[src/rtl/cpu_sequencer_pkg.sv]
// Shared definitions for the CPU control path: opcodes (common with the ALU),
// sequencer states, instruction field positions and flag bit indices.
package cpu_pkg;

  localparam logic [4:0] OP_ADD = 5'h00;
  localparam logic [4:0] OP_ADC = 5'h01;
  localparam logic [4:0] OP_SUB = 5'h02;
  localparam logic [4:0] OP_SBC = 5'h03;
  localparam logic [4:0] OP_AND = 5'h04;
  localparam logic [4:0] OP_OR  = 5'h05;
  localparam logic [4:0] OP_XOR = 5'h06;
  localparam logic [4:0] OP_NOT = 5'h07;
  localparam logic [4:0] OP_LSL = 5'h08;
  localparam logic [4:0] OP_LSR = 5'h09;
  localparam logic [4:0] OP_ASR = 5'h0A;
  localparam logic [4:0] OP_ROL = 5'h0B;
  localparam logic [4:0] OP_ROR = 5'h0C;
  localparam logic [4:0] OP_MOV = 5'h0D;
  localparam logic [4:0] OP_LD  = 5'h0E;
  localparam logic [4:0] OP_ST  = 5'h0F;
  localparam logic [4:0] OP_JMP = 5'h10;
  localparam logic [4:0] OP_JZ  = 5'h11;
  localparam logic [4:0] OP_JC  = 5'h12;
  localparam logic [4:0] OP_HLT = 5'h1F;

  typedef enum logic [2:0] {
    ST_FETCH,
    ST_DECODE,
    ST_EXEC,
    ST_MEM,
    ST_TARGET,
    ST_HALT
  } state_e;

  localparam int unsigned OPC_MSB = 15;
  localparam int unsigned OPC_LSB = 11;
  localparam int unsigned RD_MSB  = 10;
  localparam int unsigned RD_LSB  = 7;
  localparam int unsigned RS_MSB  = 6;
  localparam int unsigned RS_LSB  = 3;

  localparam int unsigned FLAG_Z = 3;
  localparam int unsigned FLAG_N = 2;
  localparam int unsigned FLAG_C = 1;
  localparam int unsigned FLAG_V = 0;

  function automatic logic [4:0] ir_opcode(input logic [15:0] ir);
    return ir[OPC_MSB:OPC_LSB];
  endfunction

endpackage

[src/rtl/cpu_sequencer_instr_decode.sv]
// Combinational instruction classifier: splits the IR into its instruction
// class and register fields.
module instr_decode
  import cpu_pkg::*;
(
  input  logic [15:0] ir,
  output logic        is_alu,
  output logic        is_mov,
  output logic        is_ld,
  output logic        is_st,
  output logic        is_jmp,
  output logic        is_hlt,
  output logic        is_illegal,
  output logic [3:0]  rd,
  output logic [3:0]  rs
);

  logic [4:0] opc;
  logic       unused_rsvd;

  assign unused_rsvd = ^ir[2:0];

  always_comb begin
    opc        = ir_opcode(ir);
    rd         = ir[RD_MSB:RD_LSB];
    rs         = ir[RS_MSB:RS_LSB];
    is_alu     = (opc <= OP_ROR);
    is_mov     = (opc == OP_MOV);
    is_ld      = (opc == OP_LD);
    is_st      = (opc == OP_ST);
    // JZ and JC share the two-word jump sequence; the condition is applied later
    is_jmp     = (opc == OP_JMP) || (opc == OP_JZ) || (opc == OP_JC);
    is_hlt     = (opc == OP_HLT);
    is_illegal = !(is_alu || is_mov || is_ld || is_st || is_jmp || is_hlt);
  end

endmodule

[src/rtl/cpu_sequencer.sv]
// Multi-cycle CPU control unit: fetches and decodes instructions, sequences
// register reads, ALU operations, loads/stores and jumps; owns PC, IR and flags.
module cpu_sequencer
  import cpu_pkg::*;
#(
  parameter logic [15:0] RESET_PC        = 16'h0000,
  parameter bit          HALT_ON_ILLEGAL = 1'b0
) (
  input  logic        clk,
  input  logic        rst_n,
  output logic        mem_req,
  output logic        mem_we,
  output logic [15:0] mem_addr,
  output logic [15:0] mem_wdata,
  input  logic [15:0] mem_rdata,
  input  logic        mem_ready,
  output logic [3:0]  rf_raddr_a,
  output logic [3:0]  rf_raddr_b,
  input  logic [15:0] rf_rdata_a,
  input  logic [15:0] rf_rdata_b,
  output logic        rf_we,
  output logic [3:0]  rf_waddr,
  output logic [15:0] rf_wdata,
  output logic [4:0]  alu_op,
  output logic [15:0] alu_a,
  output logic [15:0] alu_b,
  output logic        alu_cin,
  input  logic [15:0] alu_y,
  input  logic        alu_z,
  input  logic        alu_n,
  input  logic        alu_c,
  input  logic        alu_v,
  output logic [3:0]  flags,
  output logic [15:0] pc,
  output logic        halted,
  output logic        illegal_op
);

  state_e      state_q, state_d;
  logic [15:0] pc_q, pc_d;
  logic [15:0] ir_q, ir_d;
  logic [3:0]  flags_q, flags_d;
  logic [15:0] opa_q, opa_d;
  logic [15:0] opb_q, opb_d;
  logic        run_q, run_d;

  logic        is_alu, is_mov, is_ld, is_st, is_jmp, is_hlt, is_illegal;
  logic [3:0]  rd, rs;
  logic [4:0]  opc;
  logic        take;

  instr_decode u_decode (
    .ir         (ir_q),
    .is_alu     (is_alu),
    .is_mov     (is_mov),
    .is_ld      (is_ld),
    .is_st      (is_st),
    .is_jmp     (is_jmp),
    .is_hlt     (is_hlt),
    .is_illegal (is_illegal),
    .rd         (rd),
    .rs         (rs)
  );

  assign opc   = ir_opcode(ir_q);
  assign flags = flags_q;
  assign pc    = pc_q;

  always_ff @(posedge clk or negedge rst_n) begin
    if (!rst_n) begin
      state_q <= ST_FETCH;
      pc_q    <= RESET_PC;
      ir_q    <= '0;
      flags_q <= '0;
      opa_q   <= '0;
      opb_q   <= '0;
      run_q   <= 1'b0;
    end else begin
      state_q <= state_d;
      pc_q    <= pc_d;
      ir_q    <= ir_d;
      flags_q <= flags_d;
      opa_q   <= opa_d;
      opb_q   <= opb_d;
      run_q   <= run_d;
    end
  end

  always_comb begin
    state_d    = state_q;
    pc_d       = pc_q;
    ir_d       = ir_q;
    flags_d    = flags_q;
    opa_d      = opa_q;
    opb_d      = opb_q;
    run_d      = 1'b1;
    take       = 1'b0;
    mem_req    = 1'b0;
    mem_we     = 1'b0;
    mem_addr   = '0;
    mem_wdata  = '0;
    rf_raddr_a = '0;
    rf_raddr_b = '0;
    rf_we      = 1'b0;
    rf_waddr   = '0;
    rf_wdata   = '0;
    alu_op     = '0;
    alu_a      = '0;
    alu_b      = '0;
    alu_cin    = 1'b0;
    halted     = 1'b0;
    illegal_op = 1'b0;

    unique case (state_q)
      // run_q keeps the first request off until one full cycle after reset release
      ST_FETCH: begin
        if (run_q) begin
          mem_req  = 1'b1;
          mem_addr = pc_q;
          if (mem_ready) begin
            ir_d    = mem_rdata;
            pc_d    = pc_q + 16'd1;
            state_d = ST_DECODE;
          end
        end
      end
      ST_DECODE: begin
        rf_raddr_a = rd;
        rf_raddr_b = rs;
        opa_d      = rf_rdata_a;
        opb_d      = rf_rdata_b;
        if (is_alu || is_mov || is_ld || is_st) begin
          state_d = ST_EXEC;
        end else if (is_jmp) begin
          state_d = ST_TARGET;
        end else if (is_hlt) begin
          state_d = ST_HALT;
        end else begin
          illegal_op = is_illegal;
          state_d    = HALT_ON_ILLEGAL ? ST_HALT : ST_FETCH;
        end
      end
      ST_EXEC: begin
        if (is_alu) begin
          alu_op          = opc;
          alu_a           = opa_q;
          alu_b           = opb_q;
          alu_cin         = flags_q[FLAG_C];
          rf_we           = 1'b1;
          rf_waddr        = rd;
          rf_wdata        = alu_y;
          flags_d[FLAG_Z] = alu_z;
          flags_d[FLAG_N] = alu_n;
          flags_d[FLAG_C] = alu_c;
          flags_d[FLAG_V] = alu_v;
          state_d         = ST_FETCH;
        end else if (is_mov) begin
          rf_we    = 1'b1;
          rf_waddr = rd;
          rf_wdata = opb_q;
          state_d  = ST_FETCH;
        end else begin
          state_d = ST_MEM;
        end
      end
      ST_MEM: begin
        mem_req = 1'b1;
        if (is_st) begin
          mem_we    = 1'b1;
          mem_addr  = opa_q;
          mem_wdata = opb_q;
        end else begin
          mem_addr = opb_q;
        end
        if (mem_ready) begin
          if (is_ld) begin
            rf_we    = 1'b1;
            rf_waddr = rd;
            rf_wdata = mem_rdata;
          end
          state_d = ST_FETCH;
        end
      end
      ST_TARGET: begin
        mem_req  = 1'b1;
        mem_addr = pc_q;
        if (mem_ready) begin
          take = (opc == OP_JMP) ||
                 ((opc == OP_JZ) && flags_q[FLAG_Z]) ||
                 ((opc == OP_JC) && flags_q[FLAG_C]);
          pc_d    = take ? mem_rdata : (pc_q + 16'd1);
          state_d = ST_FETCH;
        end
      end
      ST_HALT: begin
        halted = 1'b1;
      end
      default: begin
        state_d = ST_FETCH;
      end
    endcase
  end

endmodule

[config.mk]
export PLATFORM = sky130hd
export DESIGN_NAME = cpu_sequencer
export DESIGN_NICKNAME = d
export VERILOG_FILES = /design/src/rtl/cpu_sequencer_pkg.sv /design/src/rtl/cpu_sequencer_instr_decode.sv /design/src/rtl/cpu_sequencer.sv
export SDC_FILE = /design/constraint.sdc
export NUM_CORES = 1
export LEC_CHECK = 0
export BUFFER_PORTS_ARGS = -buffer_cell sky130_fd_sc_hd__buf_4
export CAP_MARGIN = 0
export CORE_ASPECT_RATIO = 2
export CORE_UTILIZATION = 35
export DETAILED_ROUTE_END_ITERATION = 12
export PLACE_DENSITY = 0.73
export SYNTH_ARGS = -nofsm -noshare
export SYNTH_HDL_FRONTEND = slang
export SYNTH_SLANG_ARGS = --single-unit
[constraint.sdc]
create_clock -name clk -period 2.3 [get_ports clk]
set_clock_uncertainty 0.2 [all_clocks]
set_input_delay 0.23 -clock clk [delete_from_list [all_inputs] [get_ports clk]]
set_output_delay 0.23 -clock clk [all_outputs]
set_load 0.005 [all_outputs]
# After elaboration in Yosys (flattened, before gate mapping)
# Cells that the tools add are included.
# Widths: inputs -> output; s select.
[op_classes] shift=0 n_bitwise=1 n_mul=0 muxes=53 n_lt_le_gt_ge=1 n_addsub=1 div=0 n_eq_ne=16 reduce_logical=19
[op_table] cell="$mux 16" n=16
[op_table] cell="$pmux 16 s2" n=2
[op_table] cell="$pmux 16 s3" n=1
[op_table] cell="$mux 4" n=6
[op_table] cell="$eq 5x5->1 const B" n=4
[op_table] cell="$mux 3" n=6
[op_table] cell="$add 16x1->16 const B" n=1
[op_table] cell="$eq 5x4->1 const B" n=3
[op_table] cell="$pmux 3 s5" n=1
[op_table] cell="$mux 1" n=14
[op_table] cell="$mux 5" n=2
[op_table] cell="$logic_or 1x1->1" n=9
[op_table] cell="$pmux 4 s2" n=1
[op_table] cell="$reduce_and 4->1" n=2
[op_table] cell="$eq 3x2->1 const B" n=2
[op_table] cell="$eq 3x3->1 const B" n=2
[op_table] cell="$ne 2x2->1 const B" n=3
[op_table] cell="$le 5x4->1 const B" n=1
[op_table] cell="$mux 2" n=2
[op_table] cell="$pmux 1 s2" n=2
[op_table] cell="$eq 3x1->1 const B" n=1
[op_table] cell="$logic_not 3->1" n=1
[op_table] cell="$reduce_and 3->1" n=1
[op_table] cell="$logic_and 1x1->1" n=2
[op_table] cell="6 further kinds" n=6
[word_totals] input_bits=71 n_memories=0 ramBits=0 word_cells=98 out_inout_bits=123 ff_bits=72 latchBits=0 romBits=0

# Longest topological paths before layout
[depth] depth_word=11 mapped_depth=7 depth_no_buf=6

# Cells and area by module
# A second synthesis with hierarchy kept.
[unflattened] cells_unflattened=466 area_unflattened_um2=4450.5
[by_module_without_submodules] mod="cpu_sequencer" instances=1 seq_area_each_um2=1801.7 area_each_um2=4317.9 cells_per_inst=446
[by_module_without_submodules] mod="instr_decode" instances=1 seq_area_each_um2=0.0 area_each_um2=132.6 cells_per_inst=20

# Least setup slack after synthesis
# Ideal clock, no wire load.
[synth_timing] kind="register -> register" from="reg ir_q[12]" to="reg flags_q[0] (netlist: flags[0])" setup_slack_ns=0.235 path_buffers=2 period_less_slack_ns=2.065 required_time_ns=1.973 setup_time_ns=0.127 t_arrival_ns=1.738 path_stages_with_launch=7 cell_sequence="dfrtp_1 > or2_1 > a31oi_4 > and3_1 > buf_2 > buf_4 > mux2_1"
[synth_between] elab_chain_cells=2
[synth_lines] item="start: declaration" line="cpu_sequencer.sv:41" text="logic [15:0] ir_q, ir_d;"
[synth_lines] item="start signal: assignment" line="cpu_sequencer.sv:81" text="ir_q <= ir_d;"
[synth_lines] item="$le 5x4->1" line="cpu_sequencer_instr_decode.sv:27" text="is_alu = (opc <= OP_ROR);"
[synth_lines] item="$reduce_and 2->1 (no source line)"
[synth_lines] item="end signal: assignment" line="cpu_sequencer.sv:82" text="flags_q <= flags_d;"
[synth_lines] item="end: declaration" line="cpu_sequencer.sv:42" text="logic [3:0] flags_q, flags_d;"
# No other way between the ends.
# A chain may end at the register's enable or synchronous reset.

# Final worst setup path
[layout_timing] from="reg ir_q[12]" to="out alu_b[2]"
[layout_between] elab_chain_cells=3
[layout_lines] item="$le 5x4->1" line="cpu_sequencer_instr_decode.sv:27"
[layout_lines] item="$mux 16" line="cpu_sequencer.sv:144" text="if (is_alu) begin"
[layout_lines] item="$mux 16" line="cpu_sequencer.sv:114" text="unique case (state_q)"
[layout_lines] item="end: declaration" line="cpu_sequencer.sv:26" text="output logic [15:0] alu_b,"
# No other way between the ends.

==> flow_metrics.tcl <==
set metrics [dict create \
    maxSlewViolCount 0 \
    cts_tree "yes" \
    layout.filler_cells 968 \
    cts-root-buf "sky130_fd_sc_hd__clkbuf_16" \
    ys_top_cells_by_area "sky130_fd_sc_hd__dfrtp_1 (40%), sky130_fd_sc_hd__mux2_2 (12%), sky130_fd_sc_hd__and2_1 (9.6%), sky130_fd_sc_hd__mux2i_1 (8.6%), sky130_fd_sc_hd__o21ai_0 (5.3%)" \
    initial_antenna_violation_count 0 \
    timing.max_cap.violations 0 \
    standard_cell_row_count 57 \
    critPathLaunch "ir_q[12]" \
    hp-class "in -> reg" \
    final_antenna_net_count 0 \
    vias 4766 \
    gpl.final_weighted_congestion 1.04 \
    register_bit_total_from_synthesis 69 \
    worst_r2r_startpoint "ir_q[14]" \
    max-clock-path-buffers 2 \
    worst_slew_margin_rel 0.391 \
    grt_max_degree 70 \
    grt.total_usage 0.279 \
    multiInputGateArea_mm2 0.00257 \
    die_y_um 159 \
    starting_utilization_of_the_core_area 0.358 \
    area_growth_syn_to_layout_pct 71.6 \
    ioPinCount 194 \
    cts.reportedPaths.clkPinSlew_ns 0.05 \
    whs_ns 0.0235 \
    first_pass_grt_wire_length_um 26400 \
    total_grt_overflow 0 \
    drive_above_1_share 0.486 \
    synth_warnings 0 \
    syn_avg_cell_area_um2 9.49 \
    irDropWorstVdd_v 0.000520 \
    leakagePower_nw 3.64 \
    critPathMostFrequentCell "sky130_fd_sc_hd__buf_6" \
    synthDominantAreaCellType "sky130_fd_sc_hd__dfrtp_1" \
    cpMaxStageDelayCell "sky130_fd_sc_hd__dfrtp_1" \
    yosys.area.top_type_share 0.400 \
    die_x_um 80.5 \
    setup_viol 38 \
    clkLatencyLatePin_ns 0.34 \
    final-hold-violation-count 0 \
    tcrit_tclk_final 1.03 \
    postSynthNetCount 527 \
    endpoint_arrival_time_on_the_critical_path_ns 1.93 \
    fin_crit_ns 2.36 \
    detail_route.drc_violations 0 \
    worst-path-max-fanout 8 \
    timing_worst_slew_pin_value_ns 0.913 \
    cp_num_buf_inv 3 \
    grt_pass1_vias 4783 \
    unrepaired_setup_endpoints_after_global_routing "true" \
    largest_delay_share_family_worst_path "simple AND/OR/NAND/NOR gates" \
    die_area_mm2 0.0128 \
    max_freq_ghz 0.424 \
    pwr_density_cell_mw_per_mm2 400 \
    cpPeakStageDelay_ns 0.39 \
    first_pass_iters 7 \
    route.detailed.vias_per_inst 5.43 \
    postRouteWirelength_um 18800 \
    synthesis.instances 455 \
    finalPower_mw 2.96 \
    yosys.cell_types.count 44 \
    syn-cell-area_mm2 0.00432 \
    port-buffer-count 192 \
    clock_sinks 69 \
    worst_hold_startpoint "mem_rdata[13]" \
    place_ws_ns 0.162 \
    num_antenna_cells 0 \
    avgRoutedWirePerCell_um 21.4 \
    dpl.hpwl_um 12600 \
    cp_cell_sequence "or2_1, a31oi_4, and3_4, buf_6, clkbuf_16, and2_4, buf_6" \
    end_kind "output pin" \
    run_status "finished, violations left" \
    drt-initial-drc-count 391 \
    cts_buffers 9 \
    crit_path_start_kind "flop" \
    timing.setup.critical_path_class "reg -> out" \
    postLayoutSetupSlackWorst_ns -0.0585 \
    core_area_mm2 0.0121 \
    failed_checks "negative setup slack" \
    seq_area_frac_synth 0.400 \
    num-nets-final 797 \
    cts-htree-levels 3 \
    seq_area_mm2 0.00173 \
    worst_ep_required_time_ns 1.87 \
]
## path summary, 6_finish.rpt
| kind | endpoint | slack, ns | cells past startpoint |
|---|---|---|---|
| setup / recovery | alu_b[2] | -0.06 | 7 |
| max in group asynchronous | state_q[0] | 0.91 | 2 |
| setup reg to reg | pc[7] | 0.12 | 7 |
| hold / removal | ir_q[13] | 0.02 | 2 |
| min in group asynchronous | ir_q[15] | 0.37 | 2 |
| hold reg to reg | ir_q[6] | 0.30 | 1 |
## cells in the final DEF (no fill, tap or decap), types with 5 or more instances in the layout
cell type	n
sky130_fd_sc_hd__o21ai_1	15
sky130_fd_sc_hd__nand3_1	15
sky130_fd_sc_hd__buf_4	194
sky130_fd_sc_hd__mux2i_1	33
sky130_fd_sc_hd__o21ai_0	33
sky130_fd_sc_hd__clkbuf_16	13
sky130_fd_sc_hd__inv_1	7
sky130_fd_sc_hd__mux2_2	46
sky130_fd_sc_hd__buf_6	35
sky130_fd_sc_hd__nor2_1	9
sky130_fd_sc_hd__a2bb2oi_1	8
sky130_fd_sc_hd__a21oi_1	11
sky130_fd_sc_hd__and2_4	28
sky130_fd_sc_hd__dlygate4sd3_1	51
sky130_fd_sc_hd__nor3_1	5
sky130_fd_sc_hd__dfrtp_1	65
sky130_fd_sc_hd__nand2_1	48
sky130_fd_sc_hd__and2_1	38
## routing by layer
layer | wire, um | part of all wire | GRT usage | vias up
li1 | - | - | - | 2132
met1 | 6390 | 0.34 | 0.299 | 2308
met2 | 10100 | 0.54 | 0.489 | 259
met3 | 1080 | 0.057 | 0.0573 | 67
met4 | 1140 | 0.061 | 0.165 | 0
met5 | 0 | 0 | 0 | -
## cells in the mapped netlist, drive strengths merged
master	number
clkbuf	14
o2bb2ai	1
o221a	1
nor4	2
a21oi	11
nor3b	1
a22oi	3
buf	16
and4	2
mux2	49
o21a	3
nand2b	1
ha	1
dfrtp	69
a31oi	2
o22ai	3
nor2	14
o21ai	48
or2	4
nor3	7
inv	7
nand2	50
nor2b	1
o211ai	2
conb	2
mux2i	37
and3	5
nand4	5
a2bb2oi	9
a211oi	2
and2	66
nand3	16
o311ai	1
## cell type report
| class | instances | area share |
|---|---|---|
| inverters | 7 | 0.00355 |
| well taps | 147 | 0.0248 |
| multi-input cells | 349 | 0.346 |
| repair buffers | 289 | 0.348 |
| flip-flops and latches | 69 | 0.234 |
| clock inverters | 6 | 0.0116 |
| clock buffers | 10 | 0.0322 |
## per-stage QoR
stage / utilization / cell area [um^2] / TNS (ns) / instances
after floorplan: - / 4320 / 0 / 455
after global placement: 0.499 / 6010 / 0 / 788
after detailed placement: 0.499 / 6010 / 0 / 788
after CTS: 0.580 / 6990 / -0.859 / 862
after global routing: 0.615 / 7410 / -4.22 / 877
final: 0.615 / 7410 / -1.16 / 877
## registers in the layout, summed over array words and instances (netlist names)
name,flops
opa_q,16
opb_q,16
pc,16
ir_q,13
flags,4
state_q,3
run_q,1
## where the power goes
part / switching, mW / internal [mW]
logic: 0.0831 / 0.139
registers: 0.000780 / 1.22
clock network: 0.549 / 0.976
## cells by family (layout without fill, tap and decap cells)
kind of cell	count (synthesis)	count (layout)	synth area share
fa+ha+maj	1	1	0.00290
buf+inv	37	312	0.0449
flops	69	69	0.400
other cells	2	2	0.00174
compound gates	86	86	0.123
simple gates	174	174	0.214
mux	86	86	0.214
## repair_timing
item | CTS | global route
resized for setup | 18 | 89
cloned | 2 | 5
setup endpoints to repair | 89 | 85
pin swaps | 5 | 6
hold endpoints to repair | 119 | 0
setup buffers | 5 | 10
hold buffers | 51 | 0
Power figures use the tool's default switching activity.
